**src/rtl/imem_loader_pkg.sv**
```systemverilog
// Shared types and constants for the instruction-memory boot loader.
package imem_loader_pkg;

   typedef enum logic [2:0] {
      S_IDLE,
      S_CNT_LO,
      S_CNT_HI,
      S_DATA,
      S_WRITE,
      S_DONE,
      S_ERR
   } state_t;

   localparam int BYTES_PER_WORD = 4;
   localparam int COUNT_W        = 16;

endpackage

```
**src/rtl/imem_loader_byte_packer.sv**
```systemverilog
// Little-endian 4-byte assembly register: the first byte shifted in ends up in bits [7:0].
module byte_packer (
   input  logic        clk,
   input  logic        rst_n,
   input  logic        i_clear,
   input  logic        i_shift,
   input  logic [7:0]  i_byte,
   output logic [31:0] o_word,
   output logic [1:0]  o_idx,
   output logic        o_word_ready
);

   logic [31:0] r_word;
   logic [1:0]  r_idx;

   always_ff @(posedge clk or negedge rst_n) begin
      if (!rst_n) begin
         r_word <= '0;
         r_idx  <= '0;
      end else if (i_clear) begin
         r_idx <= '0;
      end else if (i_shift) begin
         r_word <= {i_byte, r_word[31:8]};
         r_idx  <= r_idx + 2'd1;
      end
   end

   // Asserted on the cycle the 4th byte is being accepted, so the FSM can move to WRITE on that edge.
   assign o_word_ready = i_shift && (r_idx == 2'd3) && !i_clear;
   assign o_word       = r_word;
   assign o_idx        = r_idx;

endmodule

```
**src/rtl/imem_loader.sv**
```systemverilog
// Boot-time instruction memory programmer: count-prefixed byte stream in, one 32-bit write per word out.
module imem_loader
   import imem_loader_pkg::*;
#(
   parameter int MEM_DEPTH = 32,
   parameter int SIZE      = 32,
   localparam int CW       = $clog2(MEM_DEPTH) + 1
) (
   input  logic            clk,
   input  logic            rst_n,
   input  logic            start,
   input  logic [7:0]      in_data,
   input  logic            in_valid,
   output logic            in_ready,
   output logic            WE,
   output logic [31:0]     WA,
   output logic [SIZE-1:0] WD,
   output logic            cpu_hold,
   output logic            done,
   output logic            err,
   output logic [CW-1:0]   words_loaded
);

   state_t               r_state;
   state_t               w_next;
   logic                 w_arm;
   logic                 w_accept;
   logic                 w_shift;
   logic                 w_clear;
   logic                 w_word_ready;
   logic [31:0]          w_word;
   logic [1:0]           w_idx;
   logic [COUNT_W-1:0]   w_n;
   logic [CW-1:0]        w_words_inc;

   logic [COUNT_W-1:0]   r_count;
   logic [CW-1:0]        r_words;
   logic                 r_in_ready;
   logic                 r_we;
   logic                 r_cpu_hold;
   logic                 r_done;
   logic                 r_err;

   assign w_accept    = in_valid && r_in_ready;
   assign w_shift     = w_accept && (r_state == S_DATA);
   assign w_clear     = (r_state == S_IDLE) || w_arm;
   assign w_n         = {in_data, r_count[7:0]};
   assign w_words_inc = r_words + 1'b1;

   byte_packer u_packer (
      .clk          (clk),
      .rst_n        (rst_n),
      .i_clear      (w_clear),
      .i_shift      (w_shift),
      .i_byte       (in_data),
      .o_word       (w_word),
      .o_idx        (w_idx),
      .o_word_ready (w_word_ready)
   );

   always_ff @(posedge clk or negedge rst_n) begin
      if (!rst_n) r_state <= S_IDLE;
      else        r_state <= w_next;
   end

   always_comb begin
      w_next = r_state;
      w_arm  = 1'b0;
      unique case (r_state)
         S_IDLE, S_DONE, S_ERR: begin
            if (start) begin
               w_next = S_CNT_LO;
               w_arm  = 1'b1;
            end
         end
         S_CNT_LO: if (w_accept) w_next = S_CNT_HI;
         S_CNT_HI: begin
            if (w_accept) begin
               if (w_n == '0)                         w_next = S_DONE;
               else if (w_n > COUNT_W'(MEM_DEPTH))    w_next = S_ERR;
               else                                   w_next = S_DATA;
            end
         end
         S_DATA:  if (w_word_ready) w_next = S_WRITE;
         S_WRITE: w_next = (COUNT_W'(w_words_inc) == r_count) ? S_DONE : S_DATA;
         default: w_next = S_IDLE;
      endcase
   end

   always_ff @(posedge clk or negedge rst_n) begin
      if (!rst_n) begin
         r_count <= '0;
         r_words <= '0;
      end else begin
         if (w_accept && r_state == S_CNT_LO) r_count[7:0]  <= in_data;
         if (w_accept && r_state == S_CNT_HI) r_count[15:8] <= in_data;
         if (w_clear)                     r_words <= '0;
         else if (r_state == S_WRITE)     r_words <= w_words_inc;
      end
   end

   // Status/handshake outputs are decoded from the next state so each is a plain flop.
   always_ff @(posedge clk or negedge rst_n) begin
      if (!rst_n) begin
         r_in_ready <= 1'b0;
         r_we       <= 1'b0;
         r_cpu_hold <= 1'b1;
         r_done     <= 1'b0;
         r_err      <= 1'b0;
      end else begin
         r_in_ready <= (w_next == S_CNT_LO) || (w_next == S_CNT_HI) || (w_next == S_DATA);
         r_we       <= (w_next == S_WRITE);
         r_cpu_hold <= (w_next != S_DONE);
         r_done     <= (w_next == S_DONE);
         r_err      <= (w_next == S_ERR);
      end
   end

   assign in_ready     = r_in_ready;
   assign WE           = r_we;
   assign WA           = 32'({r_words, 2'b00});
   assign WD           = SIZE'(w_word);
   assign cpu_hold     = r_cpu_hold;
   assign done         = r_done;
   assign err          = r_err;
   assign words_loaded = r_words;

endmodule

```
**config.mk**
```make
export PLATFORM = sky130hd
export DESIGN_NAME = imem_loader
export DESIGN_NICKNAME = d
export VERILOG_FILES = /design/src/rtl/imem_loader_pkg.sv /design/src/rtl/imem_loader_byte_packer.sv /design/src/rtl/imem_loader.sv
export SDC_FILE = /design/constraint.sdc
export NUM_CORES = 1
export LEC_CHECK = 0
export BUFFER_PORTS_ARGS = -buffer_cell sky130_fd_sc_hd__buf_2
export CORE_MARGIN = 3
export CORE_UTILIZATION = 56
export DETAILED_ROUTE_END_ITERATION = 8
export PLACE_DENSITY = 0.85
export SYNTH_ARGS = -nofsm -noshare
export SYNTH_HDL_FRONTEND = slang
export SYNTH_SLANG_ARGS = --single-unit
export TNS_END_PERCENT = 100
```
**constraint.sdc**
```tcl
create_clock -name clk -period 3.3 [get_ports clk]
set_clock_uncertainty 0.15 [all_clocks]
set_input_delay 0.495 -clock clk [delete_from_list [all_inputs] [get_ports clk]]
set_output_delay 0.495 -clock clk [all_outputs]
set_load 0.005 [all_outputs]
```
==> impl_results.md, run 1 <==
* Run status: finished, final reports clean
* Post-CTS setup buffer count at 0
* PD cells at a little under 900 nW/um2
* Max cap viols at 0
* CTS buffer count at 9
* WL final at about 6100 um
* Fin worst setup slack at between 1000 and 1500 ps
* GP Congestion at 0.879
* DR top layer: met4
* Post-synthesis sequential area ratio at 0.506
* First-pass GRT wire length at around 10000 um
* CP arrival at 2310 ps
* Wire length per cell at roughly 15 um
* Boundary Pins at 87
* Maximum VDD drop at 0.000485 V
* Initial antenna violation count at 0
* Starting Density at 0.598
* Slew Viols, Final at 0
* Top cells by area, synth: dfrtp_1 (50%), mux2_2 (17%), buf_4 (8.1%), a21oi_1 (1.9%), nand2_1 (1.7%)
* Synthesis-to-layout area growth at 12.9%
* IO Port Bufs at 60
* Crit-path max cell delay at around 530 ps
* Hold_sp: in_data[0]
* Slew headroom at 0.527
* DRT iter0 DRCs at 250
* Reg2reg path depth at 5
* Crit. Startpoint: r_count[6]
* Synth cell types at about 50
* TNS Setup at 0 ps
* Critical path cell sequence: or4_1 -> nor3_1 -> o2111ai_1 -> or3_4 -> a22oi_2
* Die width at 81.2 um
* CTS Root Cell: clkbuf_8
* Reg2reg end: err
* Fin nets at 340
* Unrepaired setup endpoints after global routing: no
* # H-tree levels at 3
* Post-synth EDFFs at 0
* Worst setup path class: reg2reg
* Number of global-route vias before repair at 2077
* First-pass DRT Iterations at 4
* Leak at 1.73 nW
* Clk buf depth at 2
* Synth Cell Area at 3170 um2
* Diode count at 0
* Gr ovfl total at 0
* Worst-path fanout max at 3
* Top-area cell type share of the netlist area at 0.497
* Ys async rst share at 1.00
* Top delay family on crit path: simple AND/OR/NAND/NOR gates
* Final period demand of the worst path at 2210 ps
* CTS resizes at 0
* HP Class: in2reg
* Core box area at 5300 um2
* Post-DRT Antenna Nets at 0
* CTS sink count at 64
* Post-synth top area cell: dfrtp_1
* Critical Path End Type: flip-flop
* DR vias at 2200
* Met2 WL at 2890 um
* Fmax achieved at 452 MHz
* Vias/cell at roughly 5.5
* Clk pin slew, worst setup/hold paths at roughly 70 ps
* Reg2reg start: r_count[6]
* Required @ worst endpoint at 3400 ps
* WL met3 at a little under 500 um
* CP startpoint kind: flip-flop
* Syn avg cell area at 11.7 um2
* Worst hold endpoint: r_count[8]
* Hold Crit Depth at 2
* Die Height at about 81 um
* Pre-CTS setup slack at 949 ps
* Final Setup Violations at 0
* Detailed Place HPWL at 4320 um
* Row count at 26
* Syn. warnings at 0
* FILL cells at 404
* Slew @ Worst Pin at between 700 and 800 ps
* Die Footprint at 6600 um2
* # DRC at 0
* CTS tree: built
* Syn Inst Count at 270
* M1 WL at 2640 um
* Share of cells above drive strength 1 at 0.414
* Main synth FF type: dfrtp_1
* Buf/Inv on CP at 0
* Worst-skew pair later-pin latency at between 300 and 400 ps
* Final Cycle Share at 0.671
* Largest net degree at the start of global routing at 46
* GRT Resource Usage Total at 0.201
* Synth Register Bits at 64
* R2R Setup Slk at 1090 ps
* CP max stage cell: or4_1
* Final Hold Viols at 0
-- flip-flops by register name, indices dropped and copies added (netlist names) --
signal	count
u_packer.o_word	32
r_count	16
words_loaded	6
r_state	3
u_packer.o_idx	2
WE	1
cpu_hold	1
done	1
err	1
in_ready	1
-- cells in the mapped netlist (2+ instances only) --
library cell and count:
buf_2 4, nor2_1 12, nand2b_1 4, a21oi_1 12, buf_1 3, or3_1 2, ha_1 2, nand2_1 14
xor2_1 2, clkbuf_1 2, and3_1 2, inv_1 3, a31oi_1 6, nor3_1 7, o21bai_1 2, nand4_1 3
or4_1 2, dfrtp_1 63, or4_4 3, mux2_2 48, buf_4 34, nand3_1 5, o21ai_0 4, xnor2_1 4
-- stage by stage --
stage	cells	area [um2]	total power, mW	hold WS [ps]	utilization
finish	401	3580	3.10	290	0.675
global route	401	3580	3.32	293	0.675
CTS	401	3580	3.12	279	0.675
detailed placement	384	3370	2.45	320	0.636
global placement	384	3370	2.40	315	0.636
floorplan	295	3260	2.10	49.4	-
-- power by group --
part           switching, mW  total [mW]  leakage [nW]  internal [mW]
Sequential             0.308        1.40         0.807           1.09
Clock                  0.296       0.664        0.0993          0.368
Combinational          0.457        1.03         0.825          0.574
Total                   1.06        3.10          1.73           2.04
-- worst max path at each step --
stage	end	slack [ps]	depth (start not counted)
6_report	err	1090	5
5_1_grt	err	980	5
4_1_cts	err	1100	5
3_5_place_dp	in_ready	950	6
3_3_place_gp	in_ready	1020	6
2_1_floorplan	in_ready	1240	5
-- cells in the final DEF, fill, tap and decap left out, drive strengths merged, types with 2 or more instances in the layout --
master,n
xor2,2
nand3,5
clkinv,3
nand4,4
nor3,8
nor2,13
a21oi,12
nor4,2
o21bai,2
or3,3
inv,3
and3,2
a31oi,6
nand2,14
mux2,48
dfrtp,63
nand2b,4
buf,62
conb,26
xnor2,4
o21ai,5
or4,5
clkbuf,11
ha,2
-- per-layer routing --
layer	up-vias	GRT usage
li1	1025	-
met2	107	0.316
met1	1062	0.272
met4	0	0.0861
met3	6	0.0399
met5	-	0
-- cells by family after synthesis --
family,Yosys count,synth area share
DFF,64,0.506
other,1,0.00118
xor gates and xnor gates,6,0.0166
adders and majority gates,2,0.00789
buffers and inverters,46,0.0963
and+or+nand+nor,64,0.118
AOI/OAI and AO/OA,39,0.0845
muxes,48,0.170
-- cell type report --
| class | instances | area, um2 | area share |
|---|---|---|---|
| clock buffer | 11 | 141 | 0.0395 |
| clock inverter | 5 | 56.3 | 0.0157 |
| inverter | 3 | 11.3 | 0.00314 |
| multi-input combinational | 185 | 1360 | 0.379 |
| sequential | 64 | 1600 | 0.448 |
| tap | 70 | 87.6 | 0.0245 |
| timing repair buffer | 63 | 325 | 0.0908 |
-- what timing repair did --
action,4_1_cts,5_1_grt
hold buffers,1,0
endpoints found under the setup margin,0,0
hold endpoints to repair,18,0
Note: power is estimated with default switching activity, not from simulation.
==> run 2: changes to the inputs <==
--- a/config.mk
+++ b/config.mk
@@ -5,11 +5,12 @@
 export SDC_FILE = /design/constraint.sdc
 export NUM_CORES = 1
 export LEC_CHECK = 0
+export ABC_AREA = 1
 export BUFFER_PORTS_ARGS = -buffer_cell sky130_fd_sc_hd__buf_2
 export CORE_MARGIN = 3
-export CORE_UTILIZATION = 56
+export CORE_UTILIZATION = 47
 export DETAILED_ROUTE_END_ITERATION = 8
-export PLACE_DENSITY = 0.85
+export PLACE_DENSITY = 0.76
 export SYNTH_ARGS = -nofsm -noshare
 export SYNTH_HDL_FRONTEND = slang
 export SYNTH_SLANG_ARGS = --single-unit
==> constraint.sdc (replaced) <==
create_clock -name clk -period 1.8 [get_ports clk]
set_clock_uncertainty 0.15 [all_clocks]
set_input_delay 0.27 -clock clk [delete_from_list [all_inputs] [get_ports clk]]
set_output_delay 0.27 -clock clk [all_outputs]
set_load 0.005 [all_outputs]
==> impl_results.md, run 2 <==
* Clock power share at 0.231 (+0.017)
* Ys async rst share at 1.00 (unchanged)
* Row count at 29 (+12%)
* Max cap viols at 0 (unchanged)
* GP Congestion at 0.892 (+1.5%)
* Hold_sp: in_data[5]
* Placed cell count at 521 (+36%)
* CP startpoint kind: flip-flop
* Maximum VDD drop at 0.000758 V (+56%)
* Synth Register Bits at 64 (unchanged)
* Fin worst setup slack at 65.6 ps (-1020 ps)
* WL final at 6690 um (+10%)
* Worst setup path class: reg2reg
* # DRC at 0 (unchanged)
* Vias/cell at 4.90 (-11%)
* Fmax achieved at 577 MHz (+28%)
* Wire length per cell at 12.4 um (-18%)
* Reg2reg start: words_loaded[1]
* DRT iter0 DRCs at 174 (-30%)
* Reg2reg end: in_ready
* Largest net degree at the start of global routing at 65 (+41%)
* HP Class: in2reg
* Post-route design area at 3770 um2 (+5.2%)
* Number of global-route vias before repair at 2422 (+17%)
* Sw Pwr at 2.26 mW (+110%)
* GRT Resource Usage Total at 0.184 (-0.0167)
* Diode count at 0 (unchanged)
* Slew Viols, Final at 0 (unchanged)
* Die Height at 88.5 um (+8.9%)
* Boundary Pins at 87 (unchanged)
* Post-synth top area cell: dfrtp_1
* Starting Density at 0.495 (-0.103)
* Worst-skew pair later-pin latency at 350 ps (+20 ps)
* Reg2reg path depth at 10 (+5)
* PD cells at 1570 nW/um2 (+82%)
* CTS Root Cell: clkbuf_8
* Final Hold Viols at 0 (unchanged)
* Synthesis-to-layout area growth at 17.8%
* Syn. warnings at 0 (unchanged)
* Fin nets at 473 (+39%)
* Post-synthesis sequential area ratio at 0.501 (-0.00415)
* Main synth FF type: dfrtp_1
* First-pass GRT wire length at 11000 um (+9.6%)
* Initial antenna violation count at 0 (unchanged)
* Most frequent cells in the layout: nand2_1 (99), dfrtp_1 (61), buf_2 (60)
* Required @ worst endpoint at 1890 ps (-1510 ps)
* Synth cell types at 28 (-45%)
* Die width at 88.5 um (+8.9%)
* Leak at 2.04 nW (+18%)
* IO Port Bufs at 60 (unchanged)
* Final period demand of the worst path at 1730 ps (-480 ps)
* First-pass DRT Iterations at 4 (unchanged)
* Unrepaired setup endpoints after global routing: yes
* Hold WS at 16.6 ps (-273 ps)
* Clk buf depth at 2 (unchanged)
* Area after DPL at 3470 um2 (+2.8%)
* Detailed Place HPWL at 4900 um (+14%)
* Die Footprint at 7830 um2 (+19%)
* CP arrival at 1830 ps (-480 ps)
* Int Power at 3.66 mW (+80%)
* Worst-path fanout max at 3 (unchanged)
* Run status: finished, final reports clean
* Post-DRT Antenna Nets at 0 (unchanged)
* Max reg flops at 32 (unchanged)
* CTS tree: built
* Pre-CTS setup slack at -3.08 ps (-953 ps)
* Switching Fraction at 0.382 (+0.0396)
* Cell with the most instances after synthesis: nand2_1
* Commonest non-fill, non-tap cell in the layout: nand2_1
* R2R Setup Slk at 70 ps (-1020 ps)
* Final Cycle Share at 0.964 (+0.293)
* Hold Crit Depth at 3 (+1)
* DR vias at 2650 (+20%)
* Top cells by area, synth: dfrtp_1 (49%), nand2_1 (12%), o21ai_0 (7.5%), buf_4 (7.5%), inv_1 (5.4%)
* Fin util at 0.583 (-0.0922)
* Gr ovfl total at 0 (unchanged)
* Worst hold endpoint: u_packer.o_word[29]
* Post-synth EDFFs at 0 (unchanged)
* Syn avg cell area at 8.13 um2 (-31%)
* Seq pwr share at 0.406 (-0.047)
* FILL cells at 568 (+41%)
* Core box area at 6460 um2 (+22%)
* Top-area cell type share of the netlist area at 0.493 (-0.00409)
* Post-Layout Cell Count at 541 (+35%)
* Final Setup Violations at 0 (unchanged)
* Clk pin slew, worst setup/hold paths at 70 ps (about the same)
* CTS sink count at 64 (unchanged)
* Syn Inst Count at 393 (+46%)
* Post-synth top cells: nand2_1 (102), dfrtp_1 (63), o21ai_0 (48)
* # H-tree levels at 3 (unchanged)
* Share of cells above drive strength 1 at 0.252 (-0.162)
* CTS buffer count at 9 (unchanged)
* Synth Cell Area at 3200 um2 (+0.83%)
* Critical Path End Type: flip-flop
* Combinational share of power at 0.363 (+0.030)
run 2: timing repair:
| action | 4_1_cts | 5_1_grt |
|---|---|---|
| gates resized for setup | 1 | 14 |
| hold endpoints to repair | 63 | 0 |
| endpoints found under the setup margin | 1 | 28 |
| pin swaps | 0 | 9 |
| hold buffers | 1 | 0 |
| buffers inserted | 0 | 3 |
run 2: power groups by stage:
stage	logic [mW]	clock network, mW	registers [mW]
2_1_floorplan	1.32	0	2.41
3_3_place_gp	2.02	0	2.41
3_5_place_dp	2.09	0	2.41
4_1_cts	2.10	1.39	2.40
5_1_grt	2.47	1.45	2.48
6_report	2.15	1.37	2.40
run 2: per-layer routing:
metal  vias up  share of wire  track usage
li1       1318              -            -
met1      1227           0.45        0.239
met2        88           0.47        0.283
met3        17          0.051       0.0456
met4         0          0.031        0.103
met5         -              0            0
run 2: cell type report:
type	count	area, um2	area share
flip-flops and latches	64	1610	0.426
clock inverters	7	95.1	0.0252
clock buffers	9	124	0.0329
repair buffers	71	405	0.108
inverters	53	201	0.0535
multi-input cells	260	1240	0.329
well taps	77	96.3	0.0256
run 2: stage by stage:
| step | setup TNS [ps] | power (mW) |
|---|---|---|
| finish | 0 | 5.92 |
| global route | -282 | 6.40 |
| CTS | 0 | 5.89 |
| detailed placement | -3.08 | 4.50 |
| global placement | 0 | 4.42 |
| floorplan | 0 | 3.74 |
run 2: worst max-delay path by stage:
stage,startpoint,endpoint
after floorplan,words_loaded[0],in_ready
after global placement,words_loaded[0],in_ready
after detailed placement,words_loaded[0],in_ready
after CTS,words_loaded[0],in_ready
after global routing,words_loaded[1],in_ready
final,words_loaded[1],in_ready
run 2: kinds of logic (layout without fill, tap and decap cells):
kind of cell    Yosys count  count (layout)  share of synthesized area
fa+ha+maj                 2               2                    0.00783
other cells               1              26                    0.00117
xor+xnor                  1               1                    0.00274
buf+inv                  94             140                      0.151
simple gates            173             173                      0.239
compound gates           58              58                     0.0967
flops                    64              64                      0.501
run 2: critical path, stage by stage (launching register included):
cell,delay [ps]
dfrtp_1,430
ha_4,260
xor2_1,130
nor2_1,120
nand3_1,90
nor2_1,100
nand3_1,90
nand2_2,110
inv_2,50
nand2_1,50
inv_1,30
==> run 3: changes to the inputs <==
--- a/config.mk
+++ b/config.mk
@@ -7,10 +7,12 @@
 export LEC_CHECK = 0
 export ABC_AREA = 1
 export BUFFER_PORTS_ARGS = -buffer_cell sky130_fd_sc_hd__buf_2
+export CELL_PAD_IN_SITES_DETAIL_PLACEMENT = 1
+export CELL_PAD_IN_SITES_GLOBAL_PLACEMENT = 1
 export CORE_MARGIN = 3
-export CORE_UTILIZATION = 47
+export CORE_UTILIZATION = 34
 export DETAILED_ROUTE_END_ITERATION = 8
-export PLACE_DENSITY = 0.76
+export PLACE_DENSITY_LB_ADDON = 0.1
 export SYNTH_ARGS = -nofsm -noshare
 export SYNTH_HDL_FRONTEND = slang
 export SYNTH_SLANG_ARGS = --single-unit
==> impl_results.md, run 3 (synthesis results as in run 2) <==
* CTS buffer count at 9 (unchanged)
* Seq pwr share at 0.390 (-0.016)
* R2R Setup Slk at 40 ps (-30 ps)
* IO Port Bufs at 60 (unchanged)
* Reg2reg start: words_loaded[1]
* Combinational share of power at 0.376 (+0.013)
* Number of global-route vias before repair at 2705 (+12%)
* Share of cells above drive strength 1 at 0.271 (+0.0186)
* Commonest non-fill, non-tap cell in the layout: nand2_1
* WL final at 8110 um (+21%)
* Largest net degree at the start of global routing at 38 (-42%)
* Switching Fraction at 0.391 (+0.00871)
* FILL cells at 1137 (+100%)
* Post-route design area at 3880 um2 (+3.1%)
* Final Hold Viols at 0 (unchanged)
* Most frequent cells in the layout: nand2_1 (96), dfrtp_1 (61), buf_2 (60)
* Boundary Pins at 87 (unchanged)
* Post-Layout Cell Count at 577 (+6.7%)
* Gr ovfl total at 0 (unchanged)
* CTS sink count at 64 (unchanged)
* Detailed Place HPWL at 5930 um (+21%)
* Worst setup path class: reg2reg
* # DRC at 0 (unchanged)
* Pre-CTS setup slack at -7.17 ps (-4.09 ps)
* Hold Crit Depth at 3 (unchanged)
* CP max stage cell: dfrtp_1
* Placed cell count at 556 (+6.7%)
* CP startpoint kind: flip-flop
* Int Power at 3.73 mW (+2.1%)
* Worst-skew pair later-pin latency at 350 ps (about the same)
* Post-DRT Antenna Nets at 0 (unchanged)
* First-pass GRT wire length at 13500 um (+23%)
* Clock power share at 0.234 (+0.003)
* Diode count at 0 (unchanged)
* CTS tree: built
* Die Height at 103 um (+16%)
* Sw Pwr at 2.40 mW (+5.9%)
* Required @ worst endpoint at 1900 ps (about the same)
* Fin util at 0.435 (-0.149)
* Clk pin slew, worst setup/hold paths at 80 ps (about the same)
* Max reg flops at 32 (unchanged)
* Fin nets at 478 (+1.1%)
* Row count at 34 (+17%)
* PD cells at 1580 nW/um2 (+0.41%)
* HP Class: in2reg
* Critical path cell sequence: ha_4 -> xor2_1 -> nor2_1 -> nand3_1 -> nor2_1 -> nand3_1 -> nand2_2 -> inv_2 -> nand2_1 -> inv_1
* Starting Density at 0.358 (-0.137)
* Multi-input logic area at 1260 um2 (+1.7%)
* Synthesis-to-layout area growth at 21.4%
* CTS Root Cell: clkbuf_8
* # H-tree levels at 3 (unchanged)
* DRT iter0 DRCs at 68 (-61%)
* Worst hold endpoint: u_packer.o_word[29]
* Critical Path End Type: flip-flop
* GR met1 Demand/Resource at 0.221 (-0.0180)
* Worst-path fanout max at 3 (unchanged)
* Unrepaired setup endpoints after global routing: yes
* Clk buf depth at 2 (unchanged)
* CP arrival at 1860 ps (+30 ps)
* Maximum VDD drop at 0.000715 V (-5.7%)
* Met2 Use GR at 0.267 (-0.0161)
* First-pass DRT Iterations at 4 (unchanged)
* Leak at 2.07 nW (+1.5%)
* GP Congestion at 0.823 (-7.8%)
* Core box area at 8930 um2 (+38%)
* Slew Viols, Final at 0 (unchanged)
* Fin worst setup slack at 38.5 ps (-27.1 ps)
* DR vias at 2685 (+1.3%)
* Die width at 103 um (+16%)
* GRT Resource Usage Total at 0.164 (-0.0201)
* Final Cycle Share at 0.979 (+0.0150)
* Max cap viols at 0 (unchanged)
* Initial antenna violation count at 0 (unchanged)
* Area after DPL at 3550 um2 (+2.3%)
* GR peak layer: met2
* Die Footprint at 10600 um2 (+35%)
* Total power at 6.13 mW (+3.5%)
* Reg2reg end: in_ready
* Fmax achieved at 568 MHz (-1.5%)
* Crit-path max cell delay at 430 ps (about the same)
* Hold_sp: in_data[5]
* Reg2reg path depth at 10 (unchanged)
* Run status: finished, final reports clean
* Vias/cell at 4.65 (-5.0%)
* Met3 Use GR at 0.0284 (-0.0172)
* Reg area at 1610 um2 (unchanged)
* Final Setup Violations at 0 (unchanged)
* Final period demand of the worst path at 1760 ps (+27.1 ps)
* Wire length per cell at 14.0 um (+14%)
-- run 3: worst max-delay path: cells and delay by family (launching register included) --
kind	cells	cell delay [ps]
xor gates and xnor gates	1	130
DFF	1	430
buffers and inverters	2	90
and+or+nand+nor	6	590
adders and majority gates	1	260
-- run 3: final cells by class --
| type | instances | share of cell area |
|---|---|---|
| Clock buffer | 9 | 0.0319 |
| Sequential cell | 64 | 0.413 |
| Tap cell | 108 | 0.0348 |
| Inverter | 53 | 0.0519 |
| Clock inverter | 7 | 0.0261 |
| Multi-Input combinational cell | 260 | 0.325 |
| Timing Repair Buffer | 76 | 0.117 |
-- run 3: worst max-delay path by stage --
stage	end	start	cells past startpoint
floorplan	in_ready	words_loaded[0]	10
global placement	in_ready	words_loaded[0]	10
detailed placement	in_ready	words_loaded[0]	13
CTS	u_packer.o_word[21]	r_state[2]	6
global route	in_ready	words_loaded[1]	12
finish	in_ready	words_loaded[1]	10
-- run 3: layer usage --
layer / up-vias / wire [um]
met4: 0 / 121
met1: 1275 / 3750
met3: 12 / 313
li1: 1325 / -
met5: - / 0
met2: 73 / 3920
-- run 3: power by group through the flow --
stage	sequential (mW)	combinational [mW]	clock (mW)
after global routing	2.48	2.66	1.53
final	2.39	2.31	1.43
after global placement	2.41	2.15	0
after floorplan	2.41	1.32	0
after detailed placement	2.42	2.22	0
after CTS	2.39	2.24	1.47
-- run 3: stage by stage --
stage,setup TNS (ps),hold slack [ps]
2_1_floorplan,0,-176
3_3_place_gp,0,103
3_5_place_dp,-7.17,110
4_1_cts,0,15.1
5_1_grt,-315,37.6
6_report,0,23.1
-- run 3: repair_timing --
item | CTS | global route
hold buffers | 1 | 0
hold endpoints to repair | 15 | 0
setup buffers | 0 | 4
pin swaps | 0 | 10
resized for setup | 2 | 20
endpoints found under the setup margin | 2 | 30
